File: config.mk
export PLATFORM = sky130hd
export DESIGN_NAME = script_wait_unit_flat
export DESIGN_NICKNAME = d
export VERILOG_FILES = /design/src/rtl/script_wait_pkg.sv /design/src/rtl/script_wait_if.sv /design/src/rtl/script_tick_prescaler.sv /design/src/rtl/script_wait_unit.sv /design/src/flat_wrapper.sv
export SDC_FILE = /design/constraint.sdc
export NUM_CORES = 1
export LEC_CHECK = 0
export ABC_AREA = 1
export CAP_MARGIN = 20
export CELL_PAD_IN_SITES_DETAIL_PLACEMENT = 1
export CELL_PAD_IN_SITES_GLOBAL_PLACEMENT = 1
export CORE_MARGIN = 3
export CORE_UTILIZATION = 40
export CTS_CLUSTER_DIAMETER = 200
export DETAILED_ROUTE_END_ITERATION = 8
export HOLD_SLACK_MARGIN = 0.05
export PLACE_DENSITY = 0.88
export SLEW_MARGIN = 10
export SYNTH_ARGS = -nofsm -noshare
export SYNTH_HDL_FRONTEND = slang
export SYNTH_HIERARCHICAL = 1
export SYNTH_SLANG_ARGS = --single-unit
File: constraint.sdc
create_clock -name clk -period 2.4 [get_ports clk]
set_input_delay 0.48 -clock clk [delete_from_list [all_inputs] [get_ports clk]]
set_output_delay 0.48 -clock clk [all_outputs]
set_load 0.005 [all_outputs]
File: src/rtl/script_wait_pkg.sv
// Shared encodings for the script wait/waituntil executor.
package script_wait_pkg;

   typedef enum logic [1:0] {
      FUNC_WAIT     = 2'b00,
      FUNC_UNTIL_HI = 2'b01,
      FUNC_UNTIL_LO = 2'b10,
      FUNC_RSVD     = 2'b11
   } func_e;

   typedef enum logic [1:0] {
      IDLE   = 2'd0,
      WAIT_T = 2'd1,
      WAIT_S = 2'd2,
      DONE   = 2'd3
   } state_e;

   // Bits needed to hold 0..max_val.
   function automatic int cnt_width(input int max_val);
      return (max_val < 1) ? 1 : $clog2(max_val + 1);
   endfunction

endpackage

File: src/rtl/script_wait_if.sv
// Decoder-side request/completion bundle of the script wait unit.
interface script_wait_if #(
   parameter int NUM_W = 8,
   parameter int SEL_W = 3
);
   logic             start;
   logic             cancel;
   logic [1:0]       func;
   logic [NUM_W-1:0] i_num;
   logic [SEL_W-1:0] i_sign;
   logic             busy;
   logic             is_ready;
   logic             timed_out;

   modport master (
      output start, cancel, func, i_num, i_sign,
      input  busy, is_ready, timed_out
   );

   modport slave (
      input  start, cancel, func, i_num, i_sign,
      output busy, is_ready, timed_out
   );
endinterface

File: src/rtl/script_tick_prescaler.sv
// Divides clk down to a 1-cycle tick every TICK_DIV cycles; clr restarts the period.
module script_tick_prescaler #(
   parameter int TICK_DIV = 100000
) (
   input  logic clk,
   input  logic rst_n,
   input  logic clr,
   output logic tick
);
   localparam int PW = (TICK_DIV > 1) ? $clog2(TICK_DIV) : 1;
   localparam logic [PW-1:0] LAST = PW'(TICK_DIV - 1);

   logic [PW-1:0] cnt;

   // Down-counter: terminal count 0 marks the last cycle of each period.
   always_ff @(posedge clk or negedge rst_n) begin
      if (!rst_n) begin
         cnt <= '0;
      end else if (clr || cnt == '0) begin
         cnt <= LAST;
      end else begin
         cnt <= cnt - PW'(1);
      end
   end

   assign tick = (cnt == '0) && !clr;

endmodule

File: src/rtl/script_wait_unit.sv
// Wait / waituntil executor for the kitchen script engine.
// Optional waituntil timeout is built when SCRIPT_WAIT_TIMEOUT_EN is defined.
//
//  state  | meaning
//  IDLE   | waiting for start
//  WAIT_T | counting N*UNIT_TICKS ms ticks
//  WAIT_S | waiting for selected feedback bit to reach polarity
//  DONE   | one-cycle is_ready pulse
module script_wait_unit
   import script_wait_pkg::*;
#(
   parameter int NUM_W         = 8,
   parameter int SIG_N         = 8,
   parameter int SEL_W         = 3,
   parameter int TICK_DIV      = 100000,
   parameter int UNIT_TICKS    = 100,
   parameter int TIMEOUT_UNITS = 50
) (
   input  logic             clk,
   input  logic             rst_n,
   input  logic [SIG_N-1:0] feedback_sig,
   script_wait_if.slave     bus
);
   localparam int MAX_T = (2**NUM_W - 1) * UNIT_TICKS;
   localparam int TO_T  = TIMEOUT_UNITS * UNIT_TICKS;
   localparam int CNT_W = cnt_width((MAX_T > TO_T) ? MAX_T : TO_T);
   localparam int EXT_N = 2**SEL_W;

   state_e           state_q, state_d;
   func_e            func_in;
   logic             start_ok;
   logic             tick;
   logic [SIG_N-1:0] sync1, sync2;
   logic [SEL_W-1:0] sel_q;
   logic             pol_q;
   logic [CNT_W-1:0] rem_q, rem_dec, load_val;
   logic [EXT_N+SIG_N-1:0] fb_pad;
   logic [EXT_N-1:0] fb_ext;
   logic             match;

   assign func_in  = func_e'(bus.func);
   assign start_ok = (state_q == IDLE) && bus.start && !bus.cancel;

   script_tick_prescaler #(.TICK_DIV(TICK_DIV)) u_presc (
      .clk   (clk),
      .rst_n (rst_n),
      .clr   (start_ok),
      .tick  (tick)
   );

   always_ff @(posedge clk or negedge rst_n) begin
      if (!rst_n) begin
         sync1 <= '0;
         sync2 <= '0;
      end else begin
         sync1 <= feedback_sig;
         sync2 <= sync1;
      end
   end

   // Zero padding makes out-of-range selects read 0.
   assign fb_pad = {{EXT_N{1'b0}}, sync2};
   assign fb_ext = fb_pad[EXT_N-1:0];
   assign match  = (fb_ext[sel_q] == pol_q);

   always_ff @(posedge clk or negedge rst_n) begin
      if (!rst_n) begin
         sel_q <= '0;
         pol_q <= 1'b0;
      end else if (start_ok) begin
         sel_q <= bus.i_sign;
         pol_q <= (func_in == FUNC_UNTIL_HI);
      end
   end

   always_comb begin
      load_val = '0;
      if (func_in == FUNC_WAIT) begin
         load_val = CNT_W'(bus.i_num) * CNT_W'(UNIT_TICKS);
      end
`ifdef SCRIPT_WAIT_TIMEOUT_EN
      else if (func_in == FUNC_UNTIL_HI || func_in == FUNC_UNTIL_LO) begin
         load_val = CNT_W'(TO_T);
      end
`endif
   end

   // Remaining ticks; stops at zero so it can never pass the target.
   assign rem_dec = (tick && rem_q != '0) ? rem_q - CNT_W'(1) : rem_q;

   always_ff @(posedge clk or negedge rst_n) begin
      if (!rst_n) begin
         rem_q <= '0;
      end else if (start_ok) begin
         rem_q <= load_val;
      end else if (state_q == WAIT_T || state_q == WAIT_S) begin
         rem_q <= rem_dec;
      end
   end

   always_ff @(posedge clk or negedge rst_n) begin
      if (!rst_n) begin
         state_q <= IDLE;
      end else begin
         state_q <= state_d;
      end
   end

`ifdef SCRIPT_WAIT_TIMEOUT_EN
   logic to_set, to_q;
`endif

   always_comb begin
      state_d = state_q;
`ifdef SCRIPT_WAIT_TIMEOUT_EN
      to_set  = 1'b0;
`endif
      case (state_q)
         IDLE: begin
            if (start_ok) begin
               case (func_in)
                  FUNC_WAIT:     state_d = (bus.i_num == '0) ? DONE : WAIT_T;
                  FUNC_UNTIL_HI,
                  FUNC_UNTIL_LO: state_d = WAIT_S;
                  default:       state_d = DONE;
               endcase
            end
         end
         WAIT_T: begin
            if (bus.cancel)          state_d = IDLE;
            else if (rem_dec == '0)  state_d = DONE;
         end
         WAIT_S: begin
            if (bus.cancel)          state_d = IDLE;
            else if (match)          state_d = DONE;
`ifdef SCRIPT_WAIT_TIMEOUT_EN
            else if (rem_dec == '0) begin
               state_d = DONE;
               to_set  = 1'b1;
            end
`endif
         end
         DONE:    state_d = IDLE;
         default: state_d = IDLE;
      endcase
   end

`ifdef SCRIPT_WAIT_TIMEOUT_EN
   // Set on the edge entering DONE, so it is high exactly in the is_ready cycle.
   always_ff @(posedge clk or negedge rst_n) begin
      if (!rst_n) begin
         to_q <= 1'b0;
      end else begin
         to_q <= to_set;
      end
   end
   assign bus.timed_out = to_q;
`else
   assign bus.timed_out = 1'b0;
`endif

   assign bus.busy     = (state_q != IDLE);
   assign bus.is_ready = (state_q == DONE);

endmodule

File: src/flat_wrapper.sv
// flat-port wrapper written by rule: the top's interface ports become plain ports
module script_wait_unit_flat import script_wait_pkg::*;
#(
   parameter int NUM_W         = 8,
   parameter int SIG_N         = 8,
   parameter int SEL_W         = 3,
   parameter int TICK_DIV      = 100000,
   parameter int UNIT_TICKS    = 100,
   parameter int TIMEOUT_UNITS = 50
)
  (clk, rst_n, feedback_sig, bus_start, bus_cancel, bus_func, bus_i_num, bus_i_sign, bus_busy, bus_is_ready, bus_timed_out);
  script_wait_if #(.NUM_W(NUM_W), .SEL_W(SEL_W)) bus_i ();
  input  logic clk;
  input  logic rst_n;
  input  logic [SIG_N-1:0] feedback_sig;
  input wire logic [$bits(bus_i.start)-1:0] bus_start;
  input wire logic [$bits(bus_i.cancel)-1:0] bus_cancel;
  input wire logic [$bits(bus_i.func)-1:0] bus_func;
  input wire logic [$bits(bus_i.i_num)-1:0] bus_i_num;
  input wire logic [$bits(bus_i.i_sign)-1:0] bus_i_sign;
  output wire logic [$bits(bus_i.busy)-1:0] bus_busy;
  output wire logic [$bits(bus_i.is_ready)-1:0] bus_is_ready;
  output wire logic [$bits(bus_i.timed_out)-1:0] bus_timed_out;
  assign bus_i.start = bus_start;
  assign bus_i.cancel = bus_cancel;
  assign bus_i.func = bus_func;
  assign bus_i.i_num = bus_i_num;
  assign bus_i.i_sign = bus_i_sign;
  assign bus_busy = bus_i.busy;
  assign bus_is_ready = bus_i.is_ready;
  assign bus_timed_out = bus_i.timed_out;
  script_wait_unit #(.NUM_W(NUM_W), .SIG_N(SIG_N), .SEL_W(SEL_W), .TICK_DIV(TICK_DIV), .UNIT_TICKS(UNIT_TICKS), .TIMEOUT_UNITS(TIMEOUT_UNITS)) u_core (.clk(clk), .rst_n(rst_n), .feedback_sig(feedback_sig), .bus(bus_i));
endmodule
# == Word-level counts from Yosys, hierarchy flattened ==
# Cells that the tools add are included.
# word_totals
in_bits,25
reg_bits,54
elab_cells,53
# classes
mux,15
n_eq_ne,9
n_lt_le_gt_ge,1
n_mul,1
n_reduce_logical,18
add_sub_neg,2
# op_table
operator,n
two-way mux 15 bit,4
logical NOT 17 bit,1
two-way mux 17 bit,1
"subtractor 17 x 1 -> 17 bit, second input constant",1
logical NOT 15 bit,1
nonzero test 15 bit,1
"subtractor 15 x 1 -> 15 bit, second input constant",1
"multiplier 8 x 5 -> 13 bit, second input constant",1
two-way mux 2 bit,6
logical NOT 8 bit,1
one-hot mux 2 bit (4 select lines),1
"== test 2 bit, second input constant",3
"== test 2 x 1 -> 1 bit, second input constant",2
logical AND 1 bit,4
logical NOT 2 bit,2
"less-than comparator 3 x 4 -> 1 bit, second input constant",1
one-hot mux 2 bit (2 select lines),1
nonzero test 2 bit,2
binary-select mux 1 bit (select 3 bit),1
"inequality test 3 x 2 -> 1 bit, second input constant",1
"inequality test 3 bit, second input constant",1
AND reduction 3 bit,1
logical NOT 1 bit,2
logical OR 1 bit,2
other kinds (4),4

# == Depth between registers and ports, before layout ==
# Gate-level depths: netlist (run 1).
# logic_depth
depth_word,11
depth_mapped,21
mapped_depth_nobuf,20

# == Modules after synthesis ==
# The synthesis (run 1) kept the hierarchy.
# modules_own_cells
mod,n_inst,cells_per_inst,area_per_inst_um2,seq_area_each_um2
script_wait_unit,1,389,2902.8,925.9
script_tick_prescaler,1,126,983.4,425.4

# == Worst setup path before layout (run 1) ==
# Ideal clock, no wire load.
# synth_path
kind,input to register
from,input bus_i_num[3]
to,register u_core.rem_q[12]
arrival_ns,2.797
n_path_buf,0
setup_ns,0.137
setup_slack_ns,-0.534
path_stages,14
required_time_ns,2.263
cell_sequence,ha_1 ha_1 inv_1 fa_1 inv_1 ha_1 nand2_1 o211ai_1 nand2_1 nand2_1 o21ai_0 or2_2 nand3_1 a31oi_1
# synth_via
elab_chain_len,3
# synth_lines
element,line_no,source
from (decl),flat_wrapper.sv:19,input wire logic [$bits(bus_i.i_num)-1:0] bus_i_num;
multiplier 8 x 5 -> 13 bit,script_wait_unit.sv:79,load_val = CNT_W'(bus.i_num) * CNT_W'(UNIT_TICKS);
two-way mux 15 bit,script_wait_unit.sv:78,if (func_in == FUNC_WAIT) begin
two-way mux 15 bit,script_wait_unit.sv:94,end else if (start_ok) begin
to (signal assigned),script_wait_unit.sv:95,rem_q <= load_val;
to (signal assigned),script_wait_unit.sv:97,rem_q <= rem_dec;
to (decl),script_wait_unit.sv:36,"logic [CNT_W-1:0] rem_q, rem_dec, load_val;"
# Every way passes these cells.
# A chain may end at the register's enable or synchronous reset.

# == Final worst setup path (run 1) ==
# layout_path
from,input bus_i_num[4]
to,register u_core.rem_q[14]
# The elaborated chain is that of the path after synthesis.

==> results of run 1 <==
## synth_stat cells, drive strengths merged
cell      n
nand3    25
nor2     87
o311ai    1
nand2   150
o211ai    3
xor2      5
and3      1
o22ai     4
fa        3
nor3      1
ha       44
conb      1
clkbuf    5
or2       4
nand3b    5
a22oi     2
inv      61
a21oi    16
xnor2     9
nand4     3
a31oi     9
o21ai    18
dfrtp    54
buf       3
a31o      1
## layer usage
metal / part of all wire (%) / vias up
li1: - / 1872
met1: 36 / 2050
met2: 53 / 166
met3: 4.1 / 77
met4: 6.6 / 0
met5: 0 / -
## worst min path at each step
stage	start	end	slack, ns	cells after the start
2_1_floorplan	rst_n	u_core/fb_ext[0]	0.18	0
3_3_place_gp	u_core/sync1[0]	u_core/fb_ext[0]	0.33	0
3_5_place_dp	u_core/sync1[1]	u_core/fb_ext[1]	0.34	0
4_1_cts	rst_n	u_core/u_presc/cnt[15]	0.05	1
5_1_grt	rst_n	u_core/u_presc/cnt[5]	0.06	1
6_report	rst_n	u_core/u_presc/cnt[4]	0.05	1
## final cells by class
| cell class | instances | area [um^2] |
|---|---|---|
| Fill cell | 1107 | 3680 |
| Multi-Input combinational cell | 392 | 2770 |
| Sequential cell | 54 | 1350 |
| Timing Repair Buffer | 120 | 1030 |
| Inverter | 61 | 241 |
| Tap cell | 129 | 161 |
| Clock buffer | 5 | 68.8 |
| Clock inverter | 3 | 21.3 |
## metrics by stage
step,instance area [um^2],std cells
after detailed placement,4940,737
after global routing,5650,764
after global placement,4940,737
final,5650,764
after floorplan,3980,515
after CTS,5450,757
## flip-flops by register name, indices dropped and copies added, names as in the netlist
| register | cells |
|---|---|
| u_core/fb_ext | 8 |
| u_core/pol_q | 1 |
| u_core/rem_q | 15 |
| u_core/sel_q | 3 |
| u_core/state_q | 2 |
| u_core/sync1 | 8 |
| u_core/u_presc/cnt | 17 |
## logic make-up (layout without fill, tap and decap cells)
| group | count (synthesis) | in the layout | share of synthesized area, % |
|---|---|---|---|
| AO/OA/AOI/OAI | 54 | 54 | 8.27 |
| XOR/XNOR | 14 | 14 | 3.16 |
| adder cells (fa/ha/maj) | 47 | 47 | 15.7 |
| buffers and inverters | 69 | 189 | 6.99 |
| flip-flops | 54 | 54 | 34.8 |
| other | 1 | 1 | 0.0965 |
| AND/OR/NAND/NOR | 276 | 276 | 31.0 |
## worst register-to-register path, stage by stage, from the launching register on
cell,delay [ns]
dfrtp_1,0.41
inv_2,0.09
ha_4,0.13
inv_2,0.04
nor2_4,0.10
nand2_2,0.08
nor2_4,0.12
nand2_2,0.10
nor2_4,0.13
buf_6,0.14
nand4_1,0.17
nand2_1,0.16
inv_2,0.07
nor2_4,0.11
nand3_2,0.11
nor2_2,0.15
nand2_1,0.08
nand2_2,0.10
buf_4,0.12
nand3_1,0.06
nand2_1,0.07
## report_power, final
| part | leakage [uW] | internal (uW) | switching [uW] |
|---|---|---|---|
| clock | 0.0000441 | 206 | 337 |
| sequential | 0.000631 | 1140 | 286 |
| combinational | 0.00193 | 1380 | 1810 |
| total | 0.00260 | 2720 | 2430 |
## what timing repair did
action	4_1_cts	5_1_grt
setup buffers	13	8
gates resized for setup	90	42
pin swaps	47	33
setup endpoints to repair	10	9
==> impl_results.md, run 1 <==
- Failing checks: setup timing
- Max-cap violations: 0
- Yosys cell types: 35
- Static Leakage: 0.00260 uW
- Cell area power density: 913 nW/um^2
- R2R depth: 20
- Total GRT Usage: 26.1%
- Io pins: 28
- Crit share post-route: 116%
- Skew-Pair Late Insertion Delay: 0.33 ns
- Commonest cells after routing, fill and taps aside: 119 x nand2_1, 86 x buf_4, 63 x nor2_1
- Pre-antenna DRT Iters: 5
- Hold Vio Cnt, Final: 0
- Nets: 706
- Worst-path fanout max: 3
- Root Buffer: clkbuf_8
- Syn Inst Count: 515
- Flop-to-flop setup slack: -0.19 ns
- Startpoint of the worst register-to-register path: u_core/u_presc/cnt[0]
- Crit path launch type: input pin
- Syn. warnings: 6
- Setup crit start: bus_i_num[4]
- CP Cell Sequence: buf_8, ha_4, ha_4, inv_2, fa_1, inv_2, ha_4, nand2_2, o211ai_1, buf_4, nand4_1, o211ai_1, or2_4, a31oi_1, a21oi_1
- M2 GR Usage: 50.2%
- Initial core utilization: 41.7%
- Pins over their slew limit: 0
- Ratio of cells with drive above 1 in the final layout: 35.0%
- DR iter-0 viols: 196
- Crit path top cell by count: ha_4
- Hold_buf cts: 0
- Vias per inst: 5.45
- Final Util: 60.5%
- Outcome: complete, but fails checks
- Slowest CP cell: fa_1
- Final WL: 16000 um
- Vias in the first global route: 4588
- Setup TNS: -1.94 ns
- Largest net degree at the start of global routing: 24
- Setup crit end: u_core/rem_q[14]
- Crit Path Class: input pin to flop
- I/O Buffers: 26
- H-tree depth: 2
- TritonCTS buffer count: 5
- Mapped Nets: 587
- Commonest non-fill, non-tap cell in the layout: nand2_1
- DR WL/cell: 20.9 um
- Clk sinks: 54
- Layout area overhead: 45.3%
- Levels on crit path: 15
- Area of the core: 9330 um^2
- Maximum resistive drop on vdd: 0.326 mV
- Die X: 105 um
- Setup violations, final: 9
- CP peak stage delay: 0.51 ns
- DRC Markers: 0
- Yosys reg bits: 54
- WP data arrival: 3.03 ns
- DIE HEIGHT: 105 um
- Die Area: 10900 um^2
- Post-layout minimum cycle time: 2.79 ns
- Place WS: -1.23 ns
- # rows: 35
- ANT cells: 0
- CTS tree: done
- Syn_area_per_cell: 7.55 um^2
- Detail Placement HPWL: 9870 um
- First-pass GRT wire length: 22600 um
- Fmax: 359 MHz
- Top delay family on crit path: adder cells
- Antenna violations before repair: 0
- Synth area leader: dfrtp_1
- Worst hold margin: 0.0494 ns
- Reg clk slew, reported paths: 0.10 ns
- Post-Syn Area: 3890 um^2
- WP buf/inv: 4
- Unrepaired setup endpoints after global routing: yes
- Final WS setup: -0.385 ns
- WP data required: 2.65 ns
- Busiest grt layer: met2
- GRT met1 Usage: 27.5%
- DRT antenna net count: 0
- Overflow left after global routing: 0
- Global routing usage on met3: 4.14%
- Clk_skew: 0.0182 ns
- Worst hold path type: input pin to asynchronous set/reset pin
- Via count: 4165
- Synth area leaders: dfrtp_1 35%, ha_1 14%, nand2_1 13%, nor2_1 7.1%, inv_1 5.8%
- Clock Tree Buf Depth: 2
- Gpl congestion: 0.881
- Worst Setup End Kind: flop
- Yosys top cell area share: 34.8%
- Sequential share of the synthesized area: 34.8%
- Total power: 5150 uW
- FF-to-FF End: u_core/state_q[0]
No activity file was read; power rests on OpenSTA's default activity.
==> run 2, diff against run 1 <==
- CORE_MARGIN: 3 -> unset
==> run 2 against run 1 <==
  * The flow still finishes with violations (setup timing)
  * Register-to-register slack improved by 0.04 ns
  * Via count rose by 1.9%
  * Total power rose by 2.5%
  * Critical path type unchanged
==> impl_results.md, run 2 (same netlist as run 1, synthesis figures left out) <==
- Largest net degree at the start of global routing: 55 (was 24)
- Post-layout minimum cycle time: 2.90 ns (was 2.79 ns)
- Startpoint of the worst register-to-register path: u_core/u_presc/cnt[1] (was u_core/u_presc/cnt[0])
- CTS tree: done (unchanged)
- Root Buffer: clkbuf_8 (unchanged)
- Outcome: complete, but fails checks (unchanged)
- Detail Placement HPWL: 9310 um (was 9870 um)
- Crit share post-route: 121% (was 116%)
- Worst hold path type: input pin to asynchronous set/reset pin (unchanged)
- Final instance area: 5630 um^2 (was 5650 um^2)
- Final WS setup: -0.496 ns (was -0.385 ns)
- Die X: 101 um (was 105 um)
- Commonest cells after routing, fill and taps aside: 125 x nand2_1, 81 x buf_4, 61 x nor2_1 (was 119 x nand2_1, 86 x buf_4, 63 x nor2_1)
- Antenna violations before repair: 0 (unchanged)
- Clk sinks: 54 (unchanged)
- Reg clk slew, reported paths: 0.11 ns (was 0.10 ns)
- DRC Markers: 0 (unchanged)
- Crit Path Class: input pin to flop (unchanged)
- I/O Buffers: 26 (unchanged)
- Maximum resistive drop on vdd: 0.359 mV (was 0.326 mV)
- Combinational share of power: 60.5% (was 61.8%)
- Clk_skew: 0.0123 ns (was 0.0182 ns)
- Setup violations, final: 8 (was 9)
- Worst-path fanout max: 2 (was 3)
- Footprint of the multi-input gates: 2760 um^2 (was 2770 um^2)
- Flop-to-flop setup slack: -0.15 ns (was -0.19 ns)
- Die Area: 10100 um^2 (was 10900 um^2)
- H-tree depth: 2 (unchanged)
- Worst hold margin: 0.146 ns (was 0.0494 ns)
- Internal Pwr Total: 2810 uW (was 2720 uW)
- Register Area: 1350 um^2 (about the same)
- Crit path launch type: input pin (unchanged)
- # rows: 35 (unchanged)
- FILL cells: 1119 (was 1107)
- Pre-antenna DRT Iters: 5 (unchanged)
- Worst Setup End Kind: flop (unchanged)
- Final WL: 16100 um (was 16000 um)
- DR iter-0 viols: 161 (was 196)
- Initial core utilization: 41.7% (unchanged)
- WP data arrival: 3.11 ns (was 3.03 ns)
- Nets: 702 (was 706)
- Static Leakage: 0.00261 uW (was 0.00260 uW)
- Max-cap violations: 0 (unchanged)
- Layout area overhead: 45.0% (was 45.3%)
- Unrepaired setup endpoints after global routing: yes (unchanged)
- Commonest non-fill, non-tap cell in the layout: nand2_1 (unchanged)
- DIE HEIGHT: 101 um (was 105 um)
- Cell area power density: 937 nW/um^2 (was 913 nW/um^2)
- Sw Ratio: 46.8% (was 47.1%)
- Net switching power: 2470 uW (was 2430 uW)
- Part of the power in registers: 27.0% (was 27.7%)
- Place WS: -1.30 ns (was -1.23 ns)
- Overflow left after global routing: 0 (unchanged)
- Pins over their slew limit: 0 (unchanged)
- Skew-Pair Late Insertion Delay: 0.32 ns (was 0.33 ns)
- Hold_buf cts: 0 (unchanged)
- Via count: 4246 (was 4165)
- Largest Register: u_core/u_presc/cnt (unchanged)
- Failing checks: setup timing (unchanged)
- Hold Vio Cnt, Final: 0 (unchanged)
- DR WL/cell: 21.1 um (was 20.9 um)
- ANT cells: 0 (unchanged)
- R2R depth: 21 (was 20)
- Area of the core: 9330 um^2 (unchanged)
- Biggest regs: u_core/u_presc/cnt x17, u_core/rem_q x15 (unchanged)
- TritonCTS buffer count: 5 (unchanged)
- Clock group share of total power: 12.5% (was 10.6%)
- Max reg flops: 17 (unchanged)
- Setup TNS: -2.16 ns (was -1.94 ns)
- Gpl congestion: 0.937 (was 0.881)
- Placed standard-cell area: 4890 um^2 (was 4940 um^2)
- Vias in the first global route: 4635 (was 4588)
- Fmax: 345 MHz (was 359 MHz)
- First-pass GRT wire length: 23000 um (was 22600 um)
- FF-to-FF End: u_core/state_q[0] (unchanged)
- Total GRT Usage: 30.0% (was 26.1%)
- WP data required: 2.62 ns (was 2.65 ns)
- Vias per inst: 5.59 (was 5.45)
- Clock Tree Buf Depth: 2 (unchanged)
- DRT antenna net count: 0 (unchanged)
- Io pins: 28 (unchanged)
- Ratio of cells with drive above 1 in the final layout: 34.7% (was 35.0%)
[run 2: cell types whose count changed in the layout (fill, tap and decap cells not counted), sizes merged]
cell / delta
buf: -5
clkdlybuf4s15: -1
clkinvlp: -1
inv: +1
clkinv: -1
nand2: +1
bufinv: +1
dlygate4sd2: +1
[run 2: worst max path at each step]
stage                      start                to  cells past startpoint
finish              bus_i_num[4]  u_core/rem_q[14]                     15
global route        bus_i_num[4]  u_core/rem_q[14]                     15
CTS                 bus_i_num[4]  u_core/rem_q[14]                     15
detailed placement  bus_i_num[3]  u_core/rem_q[12]                     14
global placement    bus_i_num[3]  u_core/rem_q[12]                     15
floorplan           bus_i_num[3]  u_core/rem_q[12]                     14
[run 2: power groups by stage]
stage               Clock (uW)  Combinational [uW]  Sequential, uW
floorplan                    0                1440            1340
finish                     661                3190            1430
detailed placement           0                2460            1380
CTS                        659                2730            1370
global route               698                3380            1440
global placement             0                2270            1360
[run 2: critical path, stage by stage]
cell and delay (ns):
buf_8 0.10, ha_4 0.23, ha_4 0.25, inv_2 0.03
fa_1 0.50, inv_2 0.06, ha_4 0.29, nand2_2 0.05
o211ai_1 0.27, buf_4 0.17, nand4_1 0.12, o211ai_1 0.16
nand2_1 0.14, a31oi_4 0.20, a21oi_2 0.04
[run 2: what timing repair did]
action	in CTS	in global routing
pin swaps	47	36
setup buffers	11	13
cloned	1	0
gates resized for setup	91	41
endpoints found under the setup margin	10	10
[run 2: layout make-up]
class                   instances  share of cell area (%)
multi-input cells             393                    48.9
clock buffers                   5                    1.22
clock inverters                 3                   0.844
well taps                     129                    2.86
flip-flops and latches         54                    24.0
inverters                      61                    4.29
repair buffers                115                    17.9
[run 2: per-layer routing]
metal	track usage, %	part of all wire, %	vias up
met4	20.3	6.1	0
li1	-	-	1869
met1	30.9	37	2126
met2	55.4	52	169
met5	0	0	-
met3	5.06	4.5	82
[run 2: metrics by stage]
stage               total power, uW  util, %  instances
floorplan                      2780        -        515
global placement               3630     52.5        729
detailed placement             3840     52.5        729
CTS                            4770     57.8        748
global route                   5520     60.4        760
finish                         5280     60.4        760
==> run 3, diff against run 2 <==
- CELL_PAD_IN_SITES_DETAIL_PLACEMENT: 1 -> 0
- SKIP_CTS_REPAIR_TIMING: unset -> 1
==> run 3 against run 2 <==
  * The run still ends with setup timing left
  * Clock power fell by 20%
  * First-iteration DRC count decreased by 15%
  * Critical path depth decreased by 1
  * Register-to-register slack better by 0.23 ns
  * Die area unchanged
  * Non-clock buffer count is 17 lower
  * Hold slack about the same
  * Routed wire length is 44% lower
  * Sequential power fell by 5%
==> impl_results.md, run 3 (same netlist as run 1, synthesis figures left out) <==
- Worst hold margin: 0.146 ns (about the same)
- Net switching power: 1880 uW (was 2470 uW)
- FF-to-FF End: u_core/state_q[0] (unchanged)
- Clock group share of total power: 12.0% (was 12.5%)
- Combinational share of power: 57.1% (was 60.5%)
- Commonest cells after routing, fill and taps aside: 130 x nand2_1, 70 x nor2_1, 65 x buf_4 (was 125 x nand2_1, 81 x buf_4, 61 x nor2_1)
- Crit Path Class: input pin to flop (unchanged)
- Total GRT Usage: 17.9% (was 30.0%)
- Startpoint of the worst register-to-register path: u_core/u_presc/cnt[1] (unchanged)
- CTS tree: done (unchanged)
- Crit share post-route: 112% (was 121%)
- H-tree depth: 2 (unchanged)
- Root Buffer: clkbuf_8 (unchanged)
- Largest Register: u_core/u_presc/cnt (unchanged)
- Worst-path fanout max: 3 (was 2)
- Static Leakage: 0.00250 uW (was 0.00261 uW)
- Max-cap violations: 0 (unchanged)
- Pre-antenna DRT Iters: 4 (was 5)
- First-pass GRT wire length: 14600 um (was 23000 um)
- WP data required: 2.59 ns (was 2.62 ns)
- Setup violations, final: 5 (was 8)
- Detail Placement HPWL: 6920 um (was 9310 um)
- Clk sinks: 54 (unchanged)
- Setup crit end: u_core/rem_q[12] (was u_core/rem_q[14])
- Unrepaired setup endpoints after global routing: yes (unchanged)
- I/O Buffers: 26 (unchanged)
- ANT cells: 0 (unchanged)
- Antenna violations before repair: 0 (unchanged)
- Final WL: 9040 um (was 16100 um)
- DRC Markers: 0 (unchanged)
- Max reg flops: 17 (unchanged)
- Vias per inst: 4.71 (was 5.59)
- Hold Vio Cnt, Final: 0 (unchanged)
- Via count: 3496 (was 4246)
- Die X: 101 um (unchanged)
- Part of the power in registers: 30.9% (was 27.0%)
- Largest net degree at the start of global routing: 55 (unchanged)
- Flop-to-flop setup slack: 0.08 ns (was -0.15 ns)
- Vias in the first global route: 3320 (was 4635)
- Clock Tree Buf Depth: 2 (unchanged)
- Ratio of cells with drive above 1 in the final layout: 27.7% (was 34.7%)
- Area of the core: 9330 um^2 (unchanged)
- Footprint of the multi-input gates: 2590 um^2 (was 2760 um^2)
- Commonest non-fill, non-tap cell in the layout: nand2_1 (unchanged)
- Internal Pwr Total: 2520 uW (was 2810 uW)
- Place WS: -1.13 ns (was -1.30 ns)
- Cell area power density: 831 nW/um^2 (was 937 nW/um^2)
- Skew-Pair Late Insertion Delay: 0.31 ns (was 0.32 ns)
- Crit path launch type: input pin (unchanged)
- DR iter-0 viols: 137 (was 161)
- Biggest regs: u_core/u_presc/cnt x17, u_core/rem_q x15 (unchanged)
- DIE HEIGHT: 101 um (unchanged)
- Post-layout minimum cycle time: 2.68 ns (was 2.90 ns)
- # rows: 35 (unchanged)
- Final instance area: 5300 um^2 (was 5630 um^2)
- Final WS setup: -0.277 ns (was -0.496 ns)
- TritonCTS buffer count: 5 (unchanged)
- Sw Ratio: 42.7% (was 46.8%)
- Reg clk slew, reported paths: 0.10 ns (was 0.11 ns)
- Clk_skew: 0.00892 ns (was 0.0123 ns)
- Outcome: complete, but fails checks (unchanged)
- R2R depth: 21 (unchanged)
- Setup crit start: bus_i_num[7] (was bus_i_num[4])
- Worst hold path type: input pin to asynchronous set/reset pin (unchanged)
- Fmax: 374 MHz (was 345 MHz)
- Worst Setup End Kind: flop (unchanged)
- WP data arrival: 2.86 ns (was 3.11 ns)
- Total power: 4400 uW (was 5280 uW)
- Overflow left after global routing: 0 (unchanged)
- DR WL/cell: 12.2 um (was 21.1 um)
- DRT antenna net count: 0 (unchanged)
- Failing checks: setup timing (unchanged)
- Die Area: 10100 um^2 (unchanged)
- Layout area overhead: 36.3% (was 45.0%)
- Maximum resistive drop on vdd: 0.375 mV (was 0.359 mV)
- Io pins: 28 (unchanged)
- Placed standard-cell area: 4890 um^2 (unchanged)
- Initial core utilization: 41.7% (unchanged)
- Nets: 684 (was 702)
- Register Area: 1350 um^2 (about the same)
- Pins over their slew limit: 0 (unchanged)
- Gpl congestion: 0.937 (unchanged)
- FILL cells: 827 (was 1119)
-- run 3: final cells by class --
cell class	count	share of cell area [%]
Inverter	61	4.37
Clock buffer	5	1.30
Sequential cell	54	25.5
Multi-Input combinational cell	392	48.9
Timing Repair Buffer	98	16.4
Tap cell	129	3.05
Clock inverter	3	0.473
-- run 3: power groups by stage --
stage	logic (uW)	registers, uW	clock network [uW]
3_5_place_dp	2310	1370	0
4_1_cts	2330	1350	553
6_report	2510	1360	528
3_3_place_gp	2270	1360	0
5_1_grt	2810	1390	582
2_1_floorplan	1440	1340	0
-- run 3: critical path: stages --
cell	delay (ns)
clkdlybuf4s50_1	0.49
inv_2	0.06
buf_4	0.13
fa_1	0.49
inv_2	0.05
ha_4	0.27
nand2_2	0.04
o211ai_1	0.25
nand2_1	0.12
nand2_1	0.09
o21ai_2	0.06
or2_4	0.22
nand3_2	0.05
a31oi_1	0.06
-- run 3: worst min-delay path by stage --
stage                                from                endpoint  slack, ns  depth (start not counted)
after floorplan                     rst_n        u_core/fb_ext[0]       0.18                          0
after global placement    u_core/sync1[2]        u_core/fb_ext[2]       0.33                          0
after detailed placement  u_core/sync1[1]        u_core/fb_ext[1]       0.33                          0
after CTS                           rst_n  u_core/u_presc/cnt[15]       0.15                          2
after global routing                rst_n  u_core/u_presc/cnt[11]       0.16                          2
final                               rst_n  u_core/u_presc/cnt[15]       0.15                          2
-- run 3: routing by layer --
metal | GRT usage (%) | vias to the layer above | share of wire, %
met5 | 0 | - | 0
met4 | 3.68 | 0 | 1.3
met3 | 2.01 | 11 | 2.1
met2 | 31.9 | 47 | 49
met1 | 23.4 | 1612 | 47
li1 | - | 1826 | -
-- run 3: stage by stage --
step / utilization (%) / std cells / setup TNS [ns]
6_report: 56.8 / 742 / -1.05
5_1_grt: 56.8 / 742 / -1.78
4_1_cts: 53.5 / 737 / -4.68
3_5_place_dp: 52.5 / 729 / -7.86
3_3_place_gp: 52.5 / 729 / -7.31
2_1_floorplan: - / 515 / -1.18
